$ cat src/rtl/axi_master_engine.sv
// Single-outstanding AXI initiator: takes one read or write burst command from a local
// user port, runs the AW/W/B or AR/R sequence, and pulses done with the final response.
module axi_master_engine #(
  parameter int ADDR_W = 32,
  parameter int DATA_W = 32,
  parameter int LEN_W  = 8
) (
  input  logic                  i_aclk,
  input  logic                  i_areset,
  // user command port
  input  logic                  i_cmd_valid,
  output logic                  o_cmd_ready,
  input  logic                  i_cmd_write,
  input  logic [ADDR_W-1:0]     i_cmd_addr,
  input  logic [LEN_W-1:0]      i_cmd_len,
  input  logic [1:0]            i_cmd_burst,
  // user write-beat stream
  input  logic [DATA_W-1:0]     i_wr_data,
  input  logic                  i_wr_valid,
  output logic                  o_wr_ready,
  // user read-beat stream
  output logic [DATA_W-1:0]     o_rd_data,
  output logic                  o_rd_last,
  output logic                  o_rd_valid,
  input  logic                  i_rd_ready,
  // status
  output logic                  o_done,
  output logic [1:0]            o_done_resp,
  output logic                  o_busy,
  // AXI write address channel
  output logic [ADDR_W-1:0]     o_awaddr,
  output logic [LEN_W-1:0]      o_awlen,
  output logic [2:0]            o_awsize,
  output logic [1:0]            o_awburst,
  output logic                  o_awvalid,
  input  logic                  i_awready,
  // AXI write data channel
  output logic [DATA_W-1:0]     o_wdata,
  output logic [DATA_W/8-1:0]   o_wstrb,
  output logic                  o_wlast,
  output logic                  o_wvalid,
  input  logic                  i_wready,
  // AXI write response channel
  input  logic [1:0]            i_bresp,
  input  logic                  i_bvalid,
  output logic                  o_bready,
  // AXI read address channel
  output logic [ADDR_W-1:0]     o_araddr,
  output logic [LEN_W-1:0]      o_arlen,
  output logic [2:0]            o_arsize,
  output logic [1:0]            o_arburst,
  output logic                  o_arvalid,
  input  logic                  i_arready,
  // AXI read data channel
  input  logic [DATA_W-1:0]     i_rdata,
  input  logic [1:0]            i_rresp,
  input  logic                  i_rlast,
  input  logic                  i_rvalid,
  output logic                  o_rready
);

  // state  | meaning
  // IDLE   | waiting for a command, cmd_ready high
  // WADDR  | awvalid high until the AW handshake
  // WDATA  | user write beats passed straight through to W
  // WRESP  | bready high until the B handshake
  // RADDR  | arvalid high until the AR handshake
  // RDATA  | R beats passed straight through to the user read stream
  typedef enum logic [2:0] {
    S_IDLE,
    S_WADDR,
    S_WDATA,
    S_WRESP,
    S_RADDR,
    S_RDATA
  } state_t;

  localparam logic [2:0] AXSIZE = 3'($clog2(DATA_W / 8));
  localparam logic [1:0] RESP_SLVERR = 2'b10;

  state_t              r_state;
  logic [ADDR_W-1:0]   r_addr;
  logic [LEN_W-1:0]    r_len;
  logic [1:0]          r_burst;
  // One bit wider than len so a maximum-length burst cannot wrap before its last beat.
  logic [LEN_W:0]      r_beat_cnt;
  logic                r_cmd_ready;
  logic                r_busy;
  logic                r_awvalid;
  logic                r_arvalid;
  logic                r_bready;
  logic                r_done;
  logic [1:0]          r_done_resp;
  logic [1:0]          r_worst_resp;
  logic                r_last_err;

  logic                w_is_last;
  logic                w_in_wdata;
  logic                w_in_rdata;
  logic                w_w_hs;
  logic                w_r_hs;
  logic                w_rlast_bad;
  logic [1:0]          w_worst_next;
  logic [LEN_W:0]      w_beat_inc;

  assign w_is_last    = (r_beat_cnt == {1'b0, r_len});
  assign w_in_wdata   = (r_state == S_WDATA);
  assign w_in_rdata   = (r_state == S_RDATA);
  assign w_w_hs       = w_in_wdata && i_wr_valid && i_wready;
  assign w_r_hs       = w_in_rdata && i_rvalid && i_rd_ready;
  assign w_rlast_bad  = (i_rlast != w_is_last);
  assign w_worst_next = (i_rresp > r_worst_resp) ? i_rresp : r_worst_resp;
  assign w_beat_inc   = r_beat_cnt + {{LEN_W{1'b0}}, 1'b1};

  always_ff @(posedge i_aclk or posedge i_areset) begin
    if (i_areset) begin
      r_state      <= S_IDLE;
      r_addr       <= '0;
      r_len        <= '0;
      r_burst      <= '0;
      r_beat_cnt   <= '0;
      r_cmd_ready  <= 1'b1;
      r_busy       <= 1'b0;
      r_awvalid    <= 1'b0;
      r_arvalid    <= 1'b0;
      r_bready     <= 1'b0;
      r_done       <= 1'b0;
      r_done_resp  <= '0;
      r_worst_resp <= '0;
      r_last_err   <= 1'b0;
    end else begin
      r_done <= 1'b0;
      case (r_state)
        S_IDLE: begin
          if (i_cmd_valid) begin
            r_addr       <= i_cmd_addr;
            r_len        <= i_cmd_len;
            r_burst      <= i_cmd_burst;
            r_beat_cnt   <= '0;
            r_worst_resp <= '0;
            r_last_err   <= 1'b0;
            r_cmd_ready  <= 1'b0;
            r_busy       <= 1'b1;
            if (i_cmd_write) begin
              r_awvalid <= 1'b1;
              r_state   <= S_WADDR;
            end else begin
              r_arvalid <= 1'b1;
              r_state   <= S_RADDR;
            end
          end
        end

        S_WADDR: begin
          if (i_awready) begin
            r_awvalid <= 1'b0;
            r_state   <= S_WDATA;
          end
        end

        S_WDATA: begin
          if (w_w_hs) begin
            r_beat_cnt <= w_beat_inc;
            if (w_is_last) begin
              r_bready <= 1'b1;
              r_state  <= S_WRESP;
            end
          end
        end

        S_WRESP: begin
          if (i_bvalid) begin
            r_bready    <= 1'b0;
            r_done_resp <= i_bresp;
            r_done      <= 1'b1;
            r_cmd_ready <= 1'b1;
            r_busy      <= 1'b0;
            r_state     <= S_IDLE;
          end
        end

        S_RADDR: begin
          if (i_arready) begin
            r_arvalid <= 1'b0;
            r_state   <= S_RDATA;
          end
        end

        S_RDATA: begin
          if (w_r_hs) begin
            r_beat_cnt   <= w_beat_inc;
            r_worst_resp <= w_worst_next;
            r_last_err   <= r_last_err | w_rlast_bad;
            // Completion is counted, not taken from rlast, so a bad rlast cannot hang us.
            if (w_is_last) begin
              r_done_resp <= (r_last_err | w_rlast_bad) ? RESP_SLVERR : w_worst_next;
              r_done      <= 1'b1;
              r_cmd_ready <= 1'b1;
              r_busy      <= 1'b0;
              r_state     <= S_IDLE;
            end
          end
        end

        default: begin
          r_state     <= S_IDLE;
          r_cmd_ready <= 1'b1;
          r_busy      <= 1'b0;
          r_awvalid   <= 1'b0;
          r_arvalid   <= 1'b0;
          r_bready    <= 1'b0;
        end
      endcase
    end
  end

  assign o_cmd_ready = r_cmd_ready;
  assign o_busy      = r_busy;
  assign o_done      = r_done;
  assign o_done_resp = r_done_resp;

  assign o_awaddr  = r_addr;
  assign o_awlen   = r_len;
  assign o_awsize  = AXSIZE;
  assign o_awburst = r_burst;
  assign o_awvalid = r_awvalid;

  assign o_araddr  = r_addr;
  assign o_arlen   = r_len;
  assign o_arsize  = AXSIZE;
  assign o_arburst = r_burst;
  assign o_arvalid = r_arvalid;

  assign o_wdata    = i_wr_data;
  assign o_wstrb    = '1;
  assign o_wlast    = w_is_last;
  assign o_wvalid   = w_in_wdata && i_wr_valid;
  assign o_wr_ready = w_in_wdata && i_wready;
  assign o_bready   = r_bready;

  assign o_rd_data  = i_rdata;
  assign o_rd_last  = w_is_last;
  assign o_rd_valid = w_in_rdata && i_rvalid;
  assign o_rready   = w_in_rdata && i_rd_ready;

endmodule

$ cat config.mk
export PLATFORM = sky130hd
export DESIGN_NAME = axi_master_engine
export DESIGN_NICKNAME = d
export VERILOG_FILES = /design/src/rtl/axi_master_engine.sv
export SDC_FILE = /design/constraint.sdc
export NUM_CORES = 1
export LEC_CHECK = 0
export CORE_AREA = 2 2 113 115
export CTS_BUF_LIST = sky130_fd_sc_hd__clkbuf_4 sky130_fd_sc_hd__clkbuf_8 sky130_fd_sc_hd__clkbuf_16
export DETAILED_ROUTE_END_ITERATION = 10
export DIE_AREA = 0 0 115 117
export PLACE_DENSITY = 0.78
export SLEW_MARGIN = 10
export SYNTH_ARGS = -nofsm -noshare
export SYNTH_HDL_FRONTEND = slang
export SYNTH_SLANG_ARGS = --single-unit
$ cat constraint.sdc
create_clock -name i_aclk -period 3.5 [get_ports i_aclk]
set_clock_uncertainty 0.15 [all_clocks]
set_input_delay 0.7 -clock i_aclk [delete_from_list [all_inputs] [get_ports i_aclk]]
set_output_delay 0.7 -clock i_aclk [all_outputs]
set_load 0.01 [all_outputs]
==> results by group <==
Outcome
  • Status: completed

Synth
  • Top cells by area, synth: dfrtp_1, buf_4, nand2_1
  • Syn Area/Cell: between 8 and 9 µm²
  • Top cell type by total area after synthesis: dfrtp_1
  • Post-Syn Instances: between 400 and 500
  • Share of the synthesized area in the top cell type: 0.404
  • Synth Cell Area: around 4000 µm²
  • Unique masters post-synth: 43
  • Synth warn: 0
  • Ys async rst share: 1.00
  • Yosys reg bits: between 60 and 70
  • EDFF count, synth: 0
  • Dominant synthesized flop cell: dfrtp_1
  • Seq/Total Area, Yosys: 0.411

Layout
  • Nets: between 600 and 700
  • Fill count: 1216
  • Final core utilization: 0.416
  • Reg area: about 1600 µm²
  • Multi-input logic area: 1390 µm²
  • Ant diodes: 0
  • Syn-to-layout area delta: 29.4%
  • Non-filler cells in the finished layout: 680
  • Share of cells above drive strength 1: 0.0528

Clock tree
  • Clk buf depth: 2
  • CTS sink cnt: between 60 and 70
  • Cts repair resizes: 0
  • Clock Tree Root: clkbuf_16
  • TritonCTS Buffers: 9
  • Setup bufs post-CTS: 0
  • # H-tree levels: 3
  • # hold bufs at CTS: 0
  • CTS tree: done
  • Clock-pin slew on the worst setup and hold paths: roughly 0.060 ns
  • Clk Latency, worst-skew pair: approximately 0.33 ns

STA
  • Fmax: between 300 and 400 MHz
  • Final worst slack: 0.211 ns
  • Worst-Margin Slew: 0.675 ns
  • Final Hold Vio Count: 0
  • Tmin final: about 3.3 ns
  • Worst hold slack: between 0.3 and 0.4 ns
  • Tcrit/Tclk final: 0.940
  • RSZ-0062 raised after global routing: false
  • Max_slew headroom: 0.550
  • Pins over their slew limit: 0
  • Fin Setup TNS: 0 ns
  • Final setup vio count: 0

Critical path
  • Crit path max fanout: 7
  • Critical Path RT: between 2 and 3 ns
  • Worst Path Arrival: roughly 2.4 ns
  • CP Launch Point: r_beat_cnt[2]
  • Worst r2r src: r_beat_cnt[2]
  • Crit end category: output pin
  • Kind of critical path: flop to output pin
  • Startpoint types: flop

Placement
  • Place WS: around 0.54 ns
  • DP HPWL: 8.34 mm
  • Cells after DPL: 665
  • # port buffers: about 160
  • Gpl congestion: roughly 0.78

Floorplanning
  • Die ar.: approximately 13000 µm²
  • Die width: 115 µm
  • Die Ht: about 120 µm
  • IO Pins: ~290
  • Row count: about 40
  • Core ar.: between 10000 and 15000 µm²
  • Initial Util: 0.322

Pwr
  • Pwr Density: ~550 nW/µm²
  • Peak supply drop: about 0.22 mV
  • Sequential power share: 0.372
  • Clock group share of total power: 0.291
  • Combinational Power Share: 0.337
  • P_leak: approximately 2.3 nW
  • Switch Pwr: ~0.00089 W
  • Sw frac: 0.316
  • Pint: ~0.0019 W

Job
  • Max Cap Viol: 0

GRT
  • Initial antenna violation count: 0
  • Vias in the first global route: between 3k and 4k
  • GRT overflow: 0
  • First-pass GRT wire length: approximately 16 mm
  • Largest net degree at the start of global routing: 37
  • GRT Util Overall: 0.159

Worst hold path
  • HP Start: r_last_err
  • HP Class: flop to flop

Route
  • DRC Markers: 0
  • DR WL/cell: 15.9 µm
  • Initial drt markers: around 160
  • Via Count: 3180
  • Final wirelength: roughly 11 mm
  • Drt pass-1 iters: 4
  • DR vias/cell: between 4 and 5
  • Post-route antenna net violation count: 0
-- cell families (layout without fill, tap and decap cells) --
family / after synthesis / in the layout / synth area share
AO/OA/AOI/OAI: 48 / 48 / 0.0771
XOR/XNOR: 9 / 9 / 0.0199
adder cells (fa/ha/maj): 5 / 5 / 0.0158
buffers and inverters: 144 / 188 / 0.248
flip-flops: 65 / 65 / 0.411
multiplexers: 2 / 2 / 0.00506
other: 2 / 10 / 0.00190
AND/OR/NAND/NOR: 203 / 203 / 0.221
-- registers in the layout (all words and copies together) (netlist names) --
register,flops
o_awvalid,1
o_busy,1
o_done,1
r_beat_cnt,9
o_arvalid,1
o_cmd_ready,1
o_arlen,8
o_bready,1
r_worst_resp,2
o_araddr,32
o_arburst,2
r_last_err,1
o_done_resp,2
r_state,3
-- power groups by stage --
stage                     sequential [W]  combinational, W  clock, W
final                            0.00105          0.000949  0.000820
after CTS                        0.00105          0.000960  0.000851
after detailed placement         0.00106          0.000954         0
after floorplan                  0.00107          0.000553         0
after global routing             0.00107           0.00104  0.000888
after global placement           0.00105          0.000934         0
-- worst max-delay path, cell delays in order, from the launching register on --
cell and delay [ns]:
dfrtp_1 0.43, xor2_1 0.18, or4_1 0.62, nor3_2 0.27, clkdlybuf4s50_1 0.60
-- placed cells by master (no fill, tap or decap), types with 2 or more instances in the layout --
master | synthesis | final
nor2_1 | 14 | 14
a22o_1 | 2 | 2
a21oi_1 | 10 | 10
buf_4 | 117 | 5
clkdlybuf4s50_1 | 0 | 155
nor2b_1 | 5 | 5
inv_1 | 12 | 11
a221o_1 | 2 | 2
or3_1 | 2 | 2
xnor2_1 | 6 | 6
o31ai_1 | 6 | 6
nor4_1 | 2 | 2
clkbuf_16 | 0 | 9
mux2i_1 | 2 | 2
nand3_1 | 9 | 9
dfrtp_1 | 64 | 64
nand2_1 | 146 | 145
clkinv_2 | 0 | 4
and2_1 | 5 | 5
conb_1 | 2 | 10
a31oi_1 | 2 | 2
or4_1 | 2 | 2
xor2_1 | 3 | 3
nor3_2 | 1 | 2
and3_1 | 4 | 4
ha_1 | 5 | 5
o22ai_1 | 2 | 2
o21ai_0 | 17 | 17
nand2b_1 | 5 | 5
-- routing by layer --
metal	track usage	wire length, µm	up-vias
met4	0.0779	289	0
met5	0	0	-
li1	-	-	1509
met1	0.182	4220	1491
met3	0.0536	852	28
met2	0.268	5450	152
-- path summary, 6_finish.rpt --
path	to	slack, ns	cells past startpoint
worst max-delay path	o_wlast	0.21	4
worst min-delay path	r_last_err	0.33	2
worst max register to register	r_state[2]	1.08	6
worst min register to register	r_last_err	0.33	2
max in group asynchronous	o_cmd_ready	1.85	3
min in group asynchronous	o_araddr[16]	0.64	2
-- layout make-up --
cell class	count	share of cell area
clock inverters	4	0.00391
flip-flops and latches	65	0.318
clock buffers	11	0.0481
inverters	12	0.00879
well taps	150	0.0366
multi-input cells	277	0.271
repair buffers	161	0.314
-- metrics by stage --
stage	instance area, µm²	power (W)
3_5_place_dp	4860	0.00202
5_1_grt	5120	0.00300
3_3_place_gp	4860	0.00199
6_report	5120	0.00282
2_1_floorplan	3990	0.00162
4_1_cts	5120	0.00286
-- cell usage after synthesis, drive strengths merged, types with 2 or more instances --
cell type,n
a22o,2
a21oi,10
a221o,2
conb,2
o22ai,2
ha,5
nand3,9
nor2,14
nor2b,5
o31ai,7
nand2b,5
or3,2
nand2,146
buf,118
xor2,3
inv,12
and3,4
or4b,2
dfrtp,64
xnor2,6
mux2i,2
or4,2
and2,5
clkbuf,14
a31oi,2
o21ai,17
nor3,3
nor4,2
(Power assumes the default switching activity.)
